==> src/rtl/mult4_share_ctrl_pkg.sv <==
// Shared definitions for the shared 4x4 multiplier controller: FSM encoding,
// datapath widths and the legal settle-window range.
package mult4_share_ctrl_pkg;

    localparam int unsigned OP_W       = 4;
    localparam int unsigned PROD_W     = 8;
    localparam int unsigned SETTLE_MIN = 1;
    localparam int unsigned SETTLE_MAX = 15;
    localparam int unsigned CNT_W      = 4;

    typedef enum logic [1:0] {
        ST_IDLE = 2'd0,
        ST_WAIT = 2'd1,
        ST_DONE = 2'd2
    } state_e;

endpackage

==> src/rtl/mult4_share_ctrl_rr_pick2.sv <==
// Combinational two-way round-robin pick: a lone requester wins, and on a tie
// the requester that was not granted last time wins.
module rr_pick2 (
    input  logic req0,
    input  logic req1,
    input  logic last,
    output logic gnt_valid,
    output logic winner
);

    assign gnt_valid = req0 | req1;
    assign winner    = (req0 & req1) ? ~last : req1;

endmodule

==> src/rtl/mult4_share_ctrl.sv <==
// Arbitrates two requesters onto one external 4x4 multiplier, holds its inputs
// for SETTLE_CYCLES, then captures the product and pulses the winner's done.
module mult4_share_ctrl
    import mult4_share_ctrl_pkg::*;
#(
    parameter int unsigned SETTLE_CYCLES = 2
) (
    input  logic              clk,
    input  logic              rst,
    input  logic              req0,
    input  logic              req1,
    input  logic [OP_W-1:0]   a0,
    input  logic [OP_W-1:0]   b0,
    input  logic [OP_W-1:0]   a1,
    input  logic [OP_W-1:0]   b1,
    output logic              done0,
    output logic              done1,
    output logic [PROD_W-1:0] prod0,
    output logic [PROD_W-1:0] prod1,
    output logic              busy,
    output logic [OP_W-1:0]   mul_a,
    output logic [OP_W-1:0]   mul_b,
    input  logic [PROD_W-1:0] mul_z
);

    localparam logic [CNT_W-1:0] CNT_LOAD = CNT_W'(SETTLE_CYCLES - 1);

    state_e             state_q, state_d;
    logic [CNT_W-1:0]   cnt_q, cnt_d;
    logic               last_q, last_d;
    logic               winner_q, winner_d;
    logic [OP_W-1:0]    mul_a_q, mul_a_d;
    logic [OP_W-1:0]    mul_b_q, mul_b_d;
    logic [PROD_W-1:0]  prod0_q, prod0_d;
    logic [PROD_W-1:0]  prod1_q, prod1_d;
    logic               done0_q, done0_d;
    logic               done1_q, done1_d;
    logic               busy_q, busy_d;
    logic               gnt_valid_s;
    logic               pick_s;

    rr_pick2 u_pick (
        .req0      (req0),
        .req1      (req1),
        .last      (last_q),
        .gnt_valid (gnt_valid_s),
        .winner    (pick_s)
    );

    // Next-state and output computation; done and busy are precomputed so they
    // leave the block straight from flops.
    always_comb begin
        state_d  = state_q;
        cnt_d    = cnt_q;
        last_d   = last_q;
        winner_d = winner_q;
        mul_a_d  = mul_a_q;
        mul_b_d  = mul_b_q;
        prod0_d  = prod0_q;
        prod1_d  = prod1_q;
        done0_d  = 1'b0;
        done1_d  = 1'b0;
        case (state_q)
            ST_IDLE: begin
                if (gnt_valid_s) begin
                    mul_a_d  = pick_s ? a1 : a0;
                    mul_b_d  = pick_s ? b1 : b0;
                    cnt_d    = CNT_LOAD;
                    last_d   = pick_s;
                    winner_d = pick_s;
                    state_d  = ST_WAIT;
                end else begin
                    state_d  = ST_IDLE;
                end
            end
            ST_WAIT: begin
                if (cnt_q != {CNT_W{1'b0}}) begin
                    cnt_d = cnt_q - {{(CNT_W-1){1'b0}}, 1'b1};
                end else begin
                    if (winner_q) begin
                        prod1_d = mul_z;
                        done1_d = 1'b1;
                    end else begin
                        prod0_d = mul_z;
                        done0_d = 1'b1;
                    end
                    state_d = ST_DONE;
                end
            end
            ST_DONE: begin
                state_d = ST_IDLE;
            end
            default: begin
                state_d = ST_IDLE;
            end
        endcase
        busy_d = (state_d != ST_IDLE);
    end

    // State register with synchronous reset; reset abandons any operation.
    always_ff @(posedge clk) begin
        if (rst) begin
            state_q  <= ST_IDLE;
            cnt_q    <= {CNT_W{1'b0}};
            last_q   <= 1'b1;
            winner_q <= 1'b0;
            mul_a_q  <= {OP_W{1'b0}};
            mul_b_q  <= {OP_W{1'b0}};
            prod0_q  <= {PROD_W{1'b0}};
            prod1_q  <= {PROD_W{1'b0}};
            done0_q  <= 1'b0;
            done1_q  <= 1'b0;
            busy_q   <= 1'b0;
        end else begin
            state_q  <= state_d;
            cnt_q    <= cnt_d;
            last_q   <= last_d;
            winner_q <= winner_d;
            mul_a_q  <= mul_a_d;
            mul_b_q  <= mul_b_d;
            prod0_q  <= prod0_d;
            prod1_q  <= prod1_d;
            done0_q  <= done0_d;
            done1_q  <= done1_d;
            busy_q   <= busy_d;
        end
    end

    assign done0 = done0_q;
    assign done1 = done1_q;
    assign prod0 = prod0_q;
    assign prod1 = prod1_q;
    assign busy  = busy_q;
    assign mul_a = mul_a_q;
    assign mul_b = mul_b_q;

endmodule

==> config.mk <==
export PLATFORM = sky130hd
export DESIGN_NAME = mult4_share_ctrl
export DESIGN_NICKNAME = d
export VERILOG_FILES = /design/src/rtl/mult4_share_ctrl_pkg.sv /design/src/rtl/mult4_share_ctrl_rr_pick2.sv /design/src/rtl/mult4_share_ctrl.sv
export SDC_FILE = /design/constraint.sdc
export NUM_CORES = 1
export LEC_CHECK = 0
export CAP_MARGIN = 10
export CORE_ASPECT_RATIO = 1.75
export CORE_MARGIN = 1.5
export CORE_UTILIZATION = 47
export CTS_CLUSTER_SIZE = 8
export DETAILED_ROUTE_END_ITERATION = 8
export PLACE_DENSITY = 0.84
export SLEW_MARGIN = 20
export SYNTH_ARGS = -nofsm -noshare
export SYNTH_HDL_FRONTEND = slang
export SYNTH_SLANG_ARGS = --single-unit
export TNS_END_PERCENT = 50
==> constraint.sdc <==
create_clock -name clk -period 3.8 [get_ports clk]
set_input_delay 0.57 -clock clk [delete_from_list [all_inputs] [get_ports clk]]
set_output_delay 0.57 -clock clk [all_outputs]
set_load 0.02 [all_outputs]
# ---- Word-level counts from Yosys, hierarchy flattened
# Cells that the tools add are included.
dict set report op_classes {
  n_reduce_logical 9
  mux 11
  n_bitwise 6
  n_addsub 1
  n_eq_ne 3
}
# cell count
set op_table {}
lappend op_table {{two-way mux 4 bit} 4}
lappend op_table {{AND reduction 3 bit} 3}
lappend op_table {{one-hot mux 4 bit (2 select lines)} 1}
lappend op_table {{two-way mux 1 bit} 4}
lappend op_table {{!= test 2 bit (second input constant)} 2}
lappend op_table {{NOT 1 bit} 4}
lappend op_table {{one-hot mux 2 bit (2 select lines)} 1}
lappend op_table {{nonzero test 2 bit} 2}
lappend op_table {{nonzero test 4 bit} 1}
lappend op_table {{subtractor 4 x 1 -> 4 bit (second input constant)} 1}
lappend op_table {{OR reduction 3 bit} 1}
lappend op_table {{== test 2 x 1 -> 1 bit (second input constant)} 1}
lappend op_table {{logical NOT 2 bit} 1}
lappend op_table {{two-way mux 2 bit} 1}
lappend op_table {{AND reduction 2 bit} 1}
lappend op_table {{bitwise AND 1 bit} 1}
lappend op_table {{bitwise OR 1 bit} 1}
dict set report word_totals {
  word_cells 41
  output_inout_bits 27
  in_bits 28
  reg_bits 35
}

# ---- Depth between registers and ports, before layout
# Gate-level depths: netlist of the first run.
dict set report logic_depth {
  depth_word 4
  depth_mapped 6
  mapped_depth_nobuf 5
}

# ---- Modules after synthesis
# Synthesis of the first run repeated with hierarchy kept, for this count alone.
dict set report hier_totals {
  cells_unflattened 161
  hier_area_um2 1520.2
}
# module cells_each seq_area_each_um2 area_per_inst_um2 n_inst
set modules_own_cells {}
lappend modules_own_cells {mult4_share_ctrl 159 700.7 1506.4 1}
lappend modules_own_cells {rr_pick2 2 0.0 13.8 1}

# ---- Worst setup path before layout of the first run
# No wires, ideal clock.
dict set report synth_timing {
  path_type {register -> register}
  from {register cnt_q[0]}
  to {register prod1_q[0] (netlist: prod1[0])}
  arrival_ns 1.425
  stages_incl_launch_ff 7
  n_path_buf 1
  t_required_ns 3.681
  synth_period_minus_slack_ns 1.544
  slack_ns 2.256
  setup_time_ns 0.119
  cell_sequence {dfxtp_1 > inv_1 > ha_1 > nand3b_4 > or4b_4 > buf_6 > mux2i_1}
}
dict set report synth_via {
  elab_chain_len 3
}
# element line_no
set synth_rtl {}
lappend synth_rtl {{start, declared} mult4_share_ctrl.sv:29} ;# logic [CNT_W-1:0] cnt_q, cnt_d;
lappend synth_rtl {{start signal, assigned} mult4_share_ctrl.sv:104} ;# cnt_q <= {CNT_W{1'b0}};
lappend synth_rtl {{start signal, assigned} mult4_share_ctrl.sv:116} ;# cnt_q <= cnt_d;
lappend synth_rtl {{nonzero test 4 bit} mult4_share_ctrl.sv:77} ;# if (cnt_q != {CNT_W{1'b0}}) begin
lappend synth_rtl {{NOT 1 bit (no source line)} --}
lappend synth_rtl {{AND reduction 3 bit (no source line)} --}
lappend synth_rtl {{end signal, assigned} mult4_share_ctrl.sv:110} ;# prod1_q <= {PROD_W{1'b0}};
lappend synth_rtl {{end signal, assigned} mult4_share_ctrl.sv:122} ;# prod1_q <= prod1_d;
lappend synth_rtl {{end, declared} mult4_share_ctrl.sv:35} ;# logic [PROD_W-1:0] prod1_q, prod1_d;
# Every way passes these cells.
# A chain may end at the register's enable or synchronous reset.

# ---- Worst setup path in the final report of the first run
dict set report layout_timing {
  from {input req0}
  to {register mul_a_q[2] (netlist: mul_a[2])}
}
dict set report layout_via {
  elab_chain_len 3
  word_cells_on_any_way 5
  cone_classes {mux: 2; bitwise: 2; reduce/logical: 1}
}
# element line_no
set layout_rtl {}
lappend layout_rtl {{start, declared} mult4_share_ctrl.sv:10} ;# input logic req0,
lappend layout_rtl {{bitwise AND 1 bit} mult4_share_ctrl_rr_pick2.sv:12} ;# assign winner = (req0 & req1) ? ~last : req1;
lappend layout_rtl {{two-way mux 1 bit} mult4_share_ctrl_rr_pick2.sv:12}
lappend layout_rtl {{two-way mux 4 bit} mult4_share_ctrl.sv:66} ;# mul_a_d = pick_s ? a1 : a0;
lappend layout_rtl {{end signal, assigned} mult4_share_ctrl.sv:107} ;# mul_a_q <= {OP_W{1'b0}};
lappend layout_rtl {{end signal, assigned} mult4_share_ctrl.sv:119} ;# mul_a_q <= mul_a_d;
lappend layout_rtl {{end, declared} mult4_share_ctrl.sv:32} ;# logic [OP_W-1:0] mul_a_q, mul_a_d;
# Several ways; a longest one is shown, not always the timed one.

==> out/summary.json, run 1 <==
{
  "synth.avg_cell_area_um2": 9.51,
  "finalNonFillerCells": 255,
  "total_grt_usage_pct": 21.0,
  "final_critical_path_setup_slack_ps": 1840,
  "core_area_um2": 3110,
  "post_synthesis_sequential_area_ratio_pct": 46.6,
  "r2r_setup_slack_ps": 2120,
  "grt_overflow_total": 0,
  "gp_congestion": 0.772,
  "grt_first_pass_wirelength_um": 5620,
  "cts.path.max_buffers": 2,
  "critical_path_peak_fanout": 8,
  "critical-path-slowest-cell": "nor3_1",
  "post_route_cells_drive_above_1_share_pct": 7.55,
  "report.final.hold_viol_count": 0,
  "cp_cell_sequence": "clkdlybuf4s50_1, nor2_1, nor3_1, a311oi_1",
  "yosys_register_bits": 35,
  "async_flop_share_pct": 0,
  "rr_worst_depth": 5,
  "antenna-diode-count": 0,
  "worst_r2r_startpoint": "cnt_q[0]",
  "yosys.area.top_type": "dfxtp_1",
  "cpPeakStageDelay_ps": 680,
  "route.detailed.drc": 0,
  "finalSetupViolations": 0,
  "route.antenna.remaining_nets": 0,
  "layout_worst_path_cycle_share_pct": 51.6,
  "crit_path_end_kind": "flip-flop",
  "most_repeated_cell_in_the_gate_level_netlist_after_synthesis": "dfxtp_1",
  "syn2layout_area_growth_pct": 44.0,
  "run_status": "completed",
  "setup.worst_path.start_class": "primary input",
  "post_cts_buffers": 0,
  "postCtsResizedCells": 0,
  "dp.final_hpwl_um": 2560,
  "tightestPinTransition_ps": 889,
  "pin_count_of_the_biggest_net_entering_global_routing": 44,
  "slew_headroom_pct": 40.3,
  "cts_buffers": 5,
  "synth.yosys.warnings": 0,
  "clkLatencyLatePin_ps": 280,
  "count_of_flip_flops_with_a_built_in_enable_after_synthesis": 0,
  "placement.setup.worst_slack_ps": 1410,
  "grt_setup_unrepaired": "no",
  "synth.top_cell.area_share_pct": 46.6,
  "floorplan.die.height_um": 77.8,
  "first_global_vias": 1429,
  "postSynthCellCount": 158,
  "worstPathRequired_ps": 3910,
  "synthTopCellsByArea": "dfxtp_1 47%, mux2i_1 11%, nand2b_1 10%, nand2_1 5.2%, a311oi_1 4.7%",
  "tritoncts_clock_tree": "built",
  "critical_path_class": "in2reg",
  "antenna_found_initial": 0,
  "drt-total-wl_um": 3360,
  "slew_violations": 0,
  "final.min_clock_period_ps": 1960,
  "setup_total_negative_slack_ps": 0,
  "floorplan.die.width_um": 45.7,
  "arrival_ps": 2070,
  "p_total_mw": 0.918,
  "io_buffer_count": 54,
  "total_leakage_power_nw": 0.854,
  "worstHoldPathType": "reg2reg",
  "dpl.cell_count": 247,
  "regToRegEndpoint": "prod1[1]",
  "fmax_ghz": 0.510,
  "timing.critical_path.to": "mul_a[2]",
  "drt_pre_antenna_iters": 4,
  "synth_cell_type_count": 33,
  "cts.sinks": 35,
  "synthFlopType": "dfxtp_1",
  "finish.net_count": 240,
  "dr_total_vias": 1341,
  "post_synthesis_cell_area_um2": 1500,
  "drtIter0Drc": 24,
  "vdd.ir_drop.worst_mv": 0.287,
  "clock_pin_slew_on_the_worst_setup_and_hold_paths_ps": 70,
  "fp.dieArea_um2": 3560,
  "finalClockSkew_ps": 6.25,
  "synth.cells.most_frequent": "35 x dfxtp_1, 24 x nand2b_1, 21 x nand2_1",
  "power_per_cell_area_nw_per_um2": 424,
  "avg_vias_per_cell": 5.26,
  "timing.critical_path.from": "req0",
  "clock_tree.root_cell": "clkbuf_8",
  "detail_route.wl_per_cell_um": 13.2,
  "cap_viol_max_count": 0,
  "syn-num-nets": 187,
  "rows": 27,
  "final_util_pct": 69.6,
  "boundaryPins": 55,
  "holdBufCountCts": 0,
  "initial_core_util_pct": 48.3,
  "clock_tree.htree_level_count": 2
}
==> where the power goes <==
part | switching (mW) | internal [mW] | leakage [nW]
combinational | 0.104 | 0.108 | 0.516
clock | 0.123 | 0.165 | 0.0515
sequential | 0.0208 | 0.397 | 0.286
==> worst max-delay path: cells and delay by family <==
family / cells / cell delay, ps
AO/OA/AOI/OAI: 1 / 190
buffers and inverters: 1 / 540
AND/OR/NAND/NOR: 2 / 760
==> logic make-up (layout without fill, tap and decap cells) <==
family / count (synthesis) / after routing / synth area share (%)
and+or+nand+nor: 64 / 64 / 23.9
buffers and inverters: 11 / 65 / 3.33
AOI/OAI and AO/OA: 30 / 30 / 13.9
DFF: 35 / 35 / 46.6
muxes: 17 / 17 / 11.4
adders and majority gates: 1 / 1 / 0.833
==> worst min path at each step <==
stage,end,slack (ps),start,cells after the start
6_report,prod1[6],480,prod1[6],2
5_1_grt,prod0[0],500,prod0[0],2
4_1_cts,prod1[6],480,prod1[6],2
3_5_place_dp,prod1[6],470,prod1[6],2
3_3_place_gp,prod0[5],460,prod0[5],2
2_1_floorplan,winner_q,450,winner_q,2
==> layer usage <==
metal	global-route usage (%)	vias up	part of all wire [%]
li1	-	657	-
met1	18.4	619	37
met2	40.7	56	56
met3	4.19	9	5.2
met4	10.0	0	2.2
met5	0	-	0
==> cell type report <==
type / count / area [um^2]
inverters: 2 / 7.51
repair buffers: 55 / 543
well taps: 43 / 53.8
multi-input cells: 112 / 758
fillers: 267 / 945
flip-flops and latches: 35 / 701
clock buffers: 8 / 100
==> stage by stage <==
step / hold slack, ps / area [um^2]
6_report: 476 / 2160
4_1_cts: 479 / 2170
3_3_place_gp: 459 / 2070
3_5_place_dp: 468 / 2070
5_1_grt: 501 / 2160
2_1_floorplan: 452 / 1500
==> cells in the final DEF (no fill, tap or decap), types with 2 or more instances in the layout <==
cell             netlist  layout
mux2i_1               16      16
clkbuf_8               0       7
nor2b_1                3       3
clkdlybuf4s50_1        0      53
dfxtp_1               35      35
inv_1                  2       2
nand2_1               21      21
nand2b_1              24      24
nor3_1                 2       2
a21oi_1               13      13
a311oi_1               8       8
nor2_1                 5       5
==> state kept, by name, indices dropped and copies added (netlist names) <==
| register | cells |
|---|---|
| cnt_q | 4 |
| done1 | 1 |
| mul_a | 4 |
| prod0 | 8 |
| winner_q | 1 |
| done0 | 1 |
| state_q | 2 |
| busy | 1 |
| prod1 | 8 |
| mul_b | 4 |
| last_q | 1 |
(Power assumes the default switching activity.)
==> run 2, diff against run 1 <==
- CORE_UTILIZATION: 47 -> 39
- PLACE_DENSITY: 0.84 -> 0.74
- clock period: 3.8 -> 1.6 ns (I/O delays scaled with it)
==> run 2 against run 1 <==
- wire length increased by 5.6%
- register-to-register slack lost 2100 ps
- worst hold slack worse by 2.4 ps
- sequential share of layout area shrank 1.4 points
- clock skew rose by 4.4 ps
- critical path depth rose by 1
- first-iteration DRC count up 21%
- flip-flop and latch count stayed put
- worst setup slack got worse by 1800 ps
- clock power up 120%
==> out/summary.json, run 2 (same netlist as run 1, synthesis figures left out) <==
{
  "layout.filler_cells": {"value": 308, "change": "was 267"},
  "placed_area": {"value": 2140, "unit": "um^2", "change": "was 2070 um^2"},
  "power_per_cell_area": {"value": 962, "unit": "nW/um^2", "change": "was 424 nW/um^2"},
  "route.detailed.drc": {"value": 0, "change": "unchanged"},
  "drt-total-wl": {"value": 3550, "unit": "um", "change": "was 3360 um"},
  "postLayoutCellArea": {"value": 2270, "unit": "um^2", "change": "was 2160 um^2"},
  "final_common_cell": {"value": "clkdlybuf4s50_1", "change": "unchanged"},
  "worstHoldPathType": {"value": "reg2reg", "change": "unchanged"},
  "total_grt_usage": {"value": 18.0, "unit": "%", "change": "was 21.0%"},
  "clkLatencyLatePin": {"value": 290, "unit": "ps", "change": "was 280 ps"},
  "boundaryPins": {"value": 55, "change": "unchanged"},
  "finish.net_count": {"value": 248, "change": "was 240"},
  "dp.final_hpwl": {"value": 2590, "unit": "um", "change": "was 2560 um"},
  "crit_path_end_kind": {"value": "flip-flop", "change": "unchanged"},
  "fp.dieArea": {"value": 4250, "unit": "um^2", "change": "was 3560 um^2"},
  "holdBufCountCts": {"value": 0, "change": "unchanged"},
  "drt_pre_antenna_iters": {"value": 4, "change": "unchanged"},
  "antenna-diode-count": {"value": 0, "change": "unchanged"},
  "route.antenna.remaining_nets": {"value": 0, "change": "unchanged"},
  "clock_pin_slew_on_the_worst_setup_and_hold_paths": {"value": 70, "unit": "ps", "change": "about the same"},
  "antenna_found_initial": {"value": 0, "change": "unchanged"},
  "avg_vias_per_cell": {"value": 5.13, "change": "was 5.26"},
  "total_leakage_power": {"value": 0.895, "unit": "nW", "change": "was 0.854 nW"},
  "tightestPinTransition": {"value": 472, "unit": "ps", "change": "was 889 ps"},
  "first_global_vias": {"value": 1397, "change": "was 1429"},
  "cts.sinks": {"value": 35, "change": "unchanged"},
  "floorplan.die.height": {"value": 85.1, "unit": "um", "change": "was 77.8 um"},
  "cts_buffers": {"value": 5, "change": "unchanged"},
  "rows": {"value": 29, "change": "was 27"},
  "pin_count_of_the_biggest_net_entering_global_routing": {"value": 44, "change": "unchanged"},
  "critical_path_peak_fanout": {"value": 4, "change": "was 8"},
  "initial_core_util": {"value": 41.0, "unit": "%", "change": "was 48.3%"},
  "setup.worst_path.start_class": {"value": "flip-flop", "change": "was primary input"},
  "clock_tree.root_cell": {"value": "clkbuf_8", "change": "unchanged"},
  "fmax_ghz": 0.642,
  "commonest_cells_after_routing_fill_and_taps_aside": {"value": "54 x clkdlybuf4s50_1, 34 x dfxtp_1, 24 x nand2b_1", "change": "was 53 x clkdlybuf4s50_1, 35 x dfxtp_1, 24 x nand2b_1"},
  "detail_route.wl_per_cell": {"value": 13.4, "unit": "um", "change": "was 13.2 um"},
  "post_cts_buffers": {"value": 0, "change": "unchanged"},
  "critical_path_class": {"value": "reg2reg", "change": "was in2reg"},
  "core_area": {"value": 3660, "unit": "um^2", "change": "was 3110 um^2"},
  "io_buffer_count": {"value": 54, "change": "unchanged"},
  "post_route_cells_drive_above_1_share": {"value": 12.8, "unit": "%", "change": "was 7.55%"},
  "setup_total_negative_slack": {"value": 0, "unit": "ps", "change": "unchanged"},
  "worstPathRequired": {"value": 1770, "unit": "ps", "change": "was 3910 ps"},
  "finalClockSkew": {"value": 10.6, "unit": "ps", "change": "was 6.25 ps"},
  "clock_tree.htree_level_count": {"value": 2, "change": "unchanged"},
  "final.min_clock_period_ps": 1560,
  "tritoncts_clock_tree": {"value": "built", "change": "unchanged"},
  "dr_total_vias": {"value": 1360, "change": "was 1341"},
  "cts.path.max_buffers": {"value": 2, "change": "unchanged"},
  "run_status": {"value": "completed", "change": "unchanged"},
  "vdd.ir_drop.worst": {"value": 0.790, "unit": "mV", "change": "was 0.287 mV"},
  "grt_overflow_total": {"value": 0, "change": "unchanged"},
  "grt_first_pass_wirelength": {"value": 6020, "unit": "um", "change": "was 5620 um"},
  "drtIter0Drc": {"value": 29, "change": "was 24"},
  "slew_headroom": {"value": 68.3, "unit": "%", "change": "was 40.3%"},
  "cap_viol_max_count": {"value": 0, "change": "unchanged"},
  "layout_worst_path_cycle_share_pct": 97.4,
  "slew_violations": {"value": 0, "change": "unchanged"},
  "report.final.hold_viol_count": {"value": 0, "change": "unchanged"},
  "syn2layout_area_growth": {"value": 51.0, "unit": "%", "change": "was 44.0%"},
  "gp_congestion": {"value": 0.703, "change": "was 0.772"},
  "floorplan.die.width": {"value": 49.9, "unit": "um", "change": "was 45.7 um"},
  "arrival": {"value": 1730, "unit": "ps", "change": "was 2070 ps"},
  "finalSetupViolations": {"value": 0, "change": "unchanged"}
}
-- run 2: layout make-up --
type / count / area, um^2 / area share [%]
clock buffer: 6 / 82.6 / 3.64
clock inverter: 1 / 5.00 / 0.221
inverter: 2 / 7.51 / 0.331
multi-input combinational: 113 / 801 / 35.3
sequential: 35 / 702 / 30.9
tap: 46 / 57.6 / 2.54
timing repair buffer: 62 / 613 / 27.0
-- run 2: repair_timing --
action,in CTS,in global routing
cloned,1,0
gates resized for setup,4,4
pin swaps,1,1
endpoints found under the setup margin,9,23
-- run 2: worst paths after layout --
check	start	end	slack, ps	depth (start not counted)
worst max register to register	cnt_q[1]	prod1[0]	40	5
worst min register to register	prod0[6]	prod0[6]	470	2
worst min-delay path	prod0[6]	prod0[6]	470	2
worst max-delay path	cnt_q[1]	prod1[0]	40	5
-- run 2: worst max-delay path: stages (launching register included) --
cell and delay (ps):
dfxtp_1 330, inv_1 110, ha_4 170, nand3b_4 100, or4b_4 590, mux2i_1 140
-- run 2: report_power, final --
group | total [mW] | switching (mW) | internal, mW | leakage (nW)
clock | 0.632 | 0.295 | 0.337 | 0.0470
sequential | 0.997 | 0.0523 | 0.944 | 0.287
combinational | 0.553 | 0.260 | 0.293 | 0.561
-- run 2: per-layer routing --
metal	vias to the layer above	share of wire (%)	global-route usage [%]
met2	57	56	34.8
li1	677	-	-
met4	0	2.6	7.58
met1	617	36	17.5
met3	9	6.0	4.23
met5	-	0	0
-- run 2: metrics by stage --
stage	utilization [%]	worst slack (ps)	total power [mW]	cells	hold slack, ps
3_3_place_gp	58.3	-177	1.53	257	459
6_report	61.9	41.8	2.18	265	474
5_1_grt	61.9	-17.6	2.29	265	498
3_5_place_dp	58.3	-262	1.54	257	466
2_1_floorplan	-	56.0	1.29	158	400
4_1_cts	61.4	11.0	2.19	265	477
==> run 3, diff against run 2 <==
- CAP_MARGIN: 10 -> 20
==> results of run 3 <==
Same layout as run 2: the final DEF is identical, and so are final timing and power.
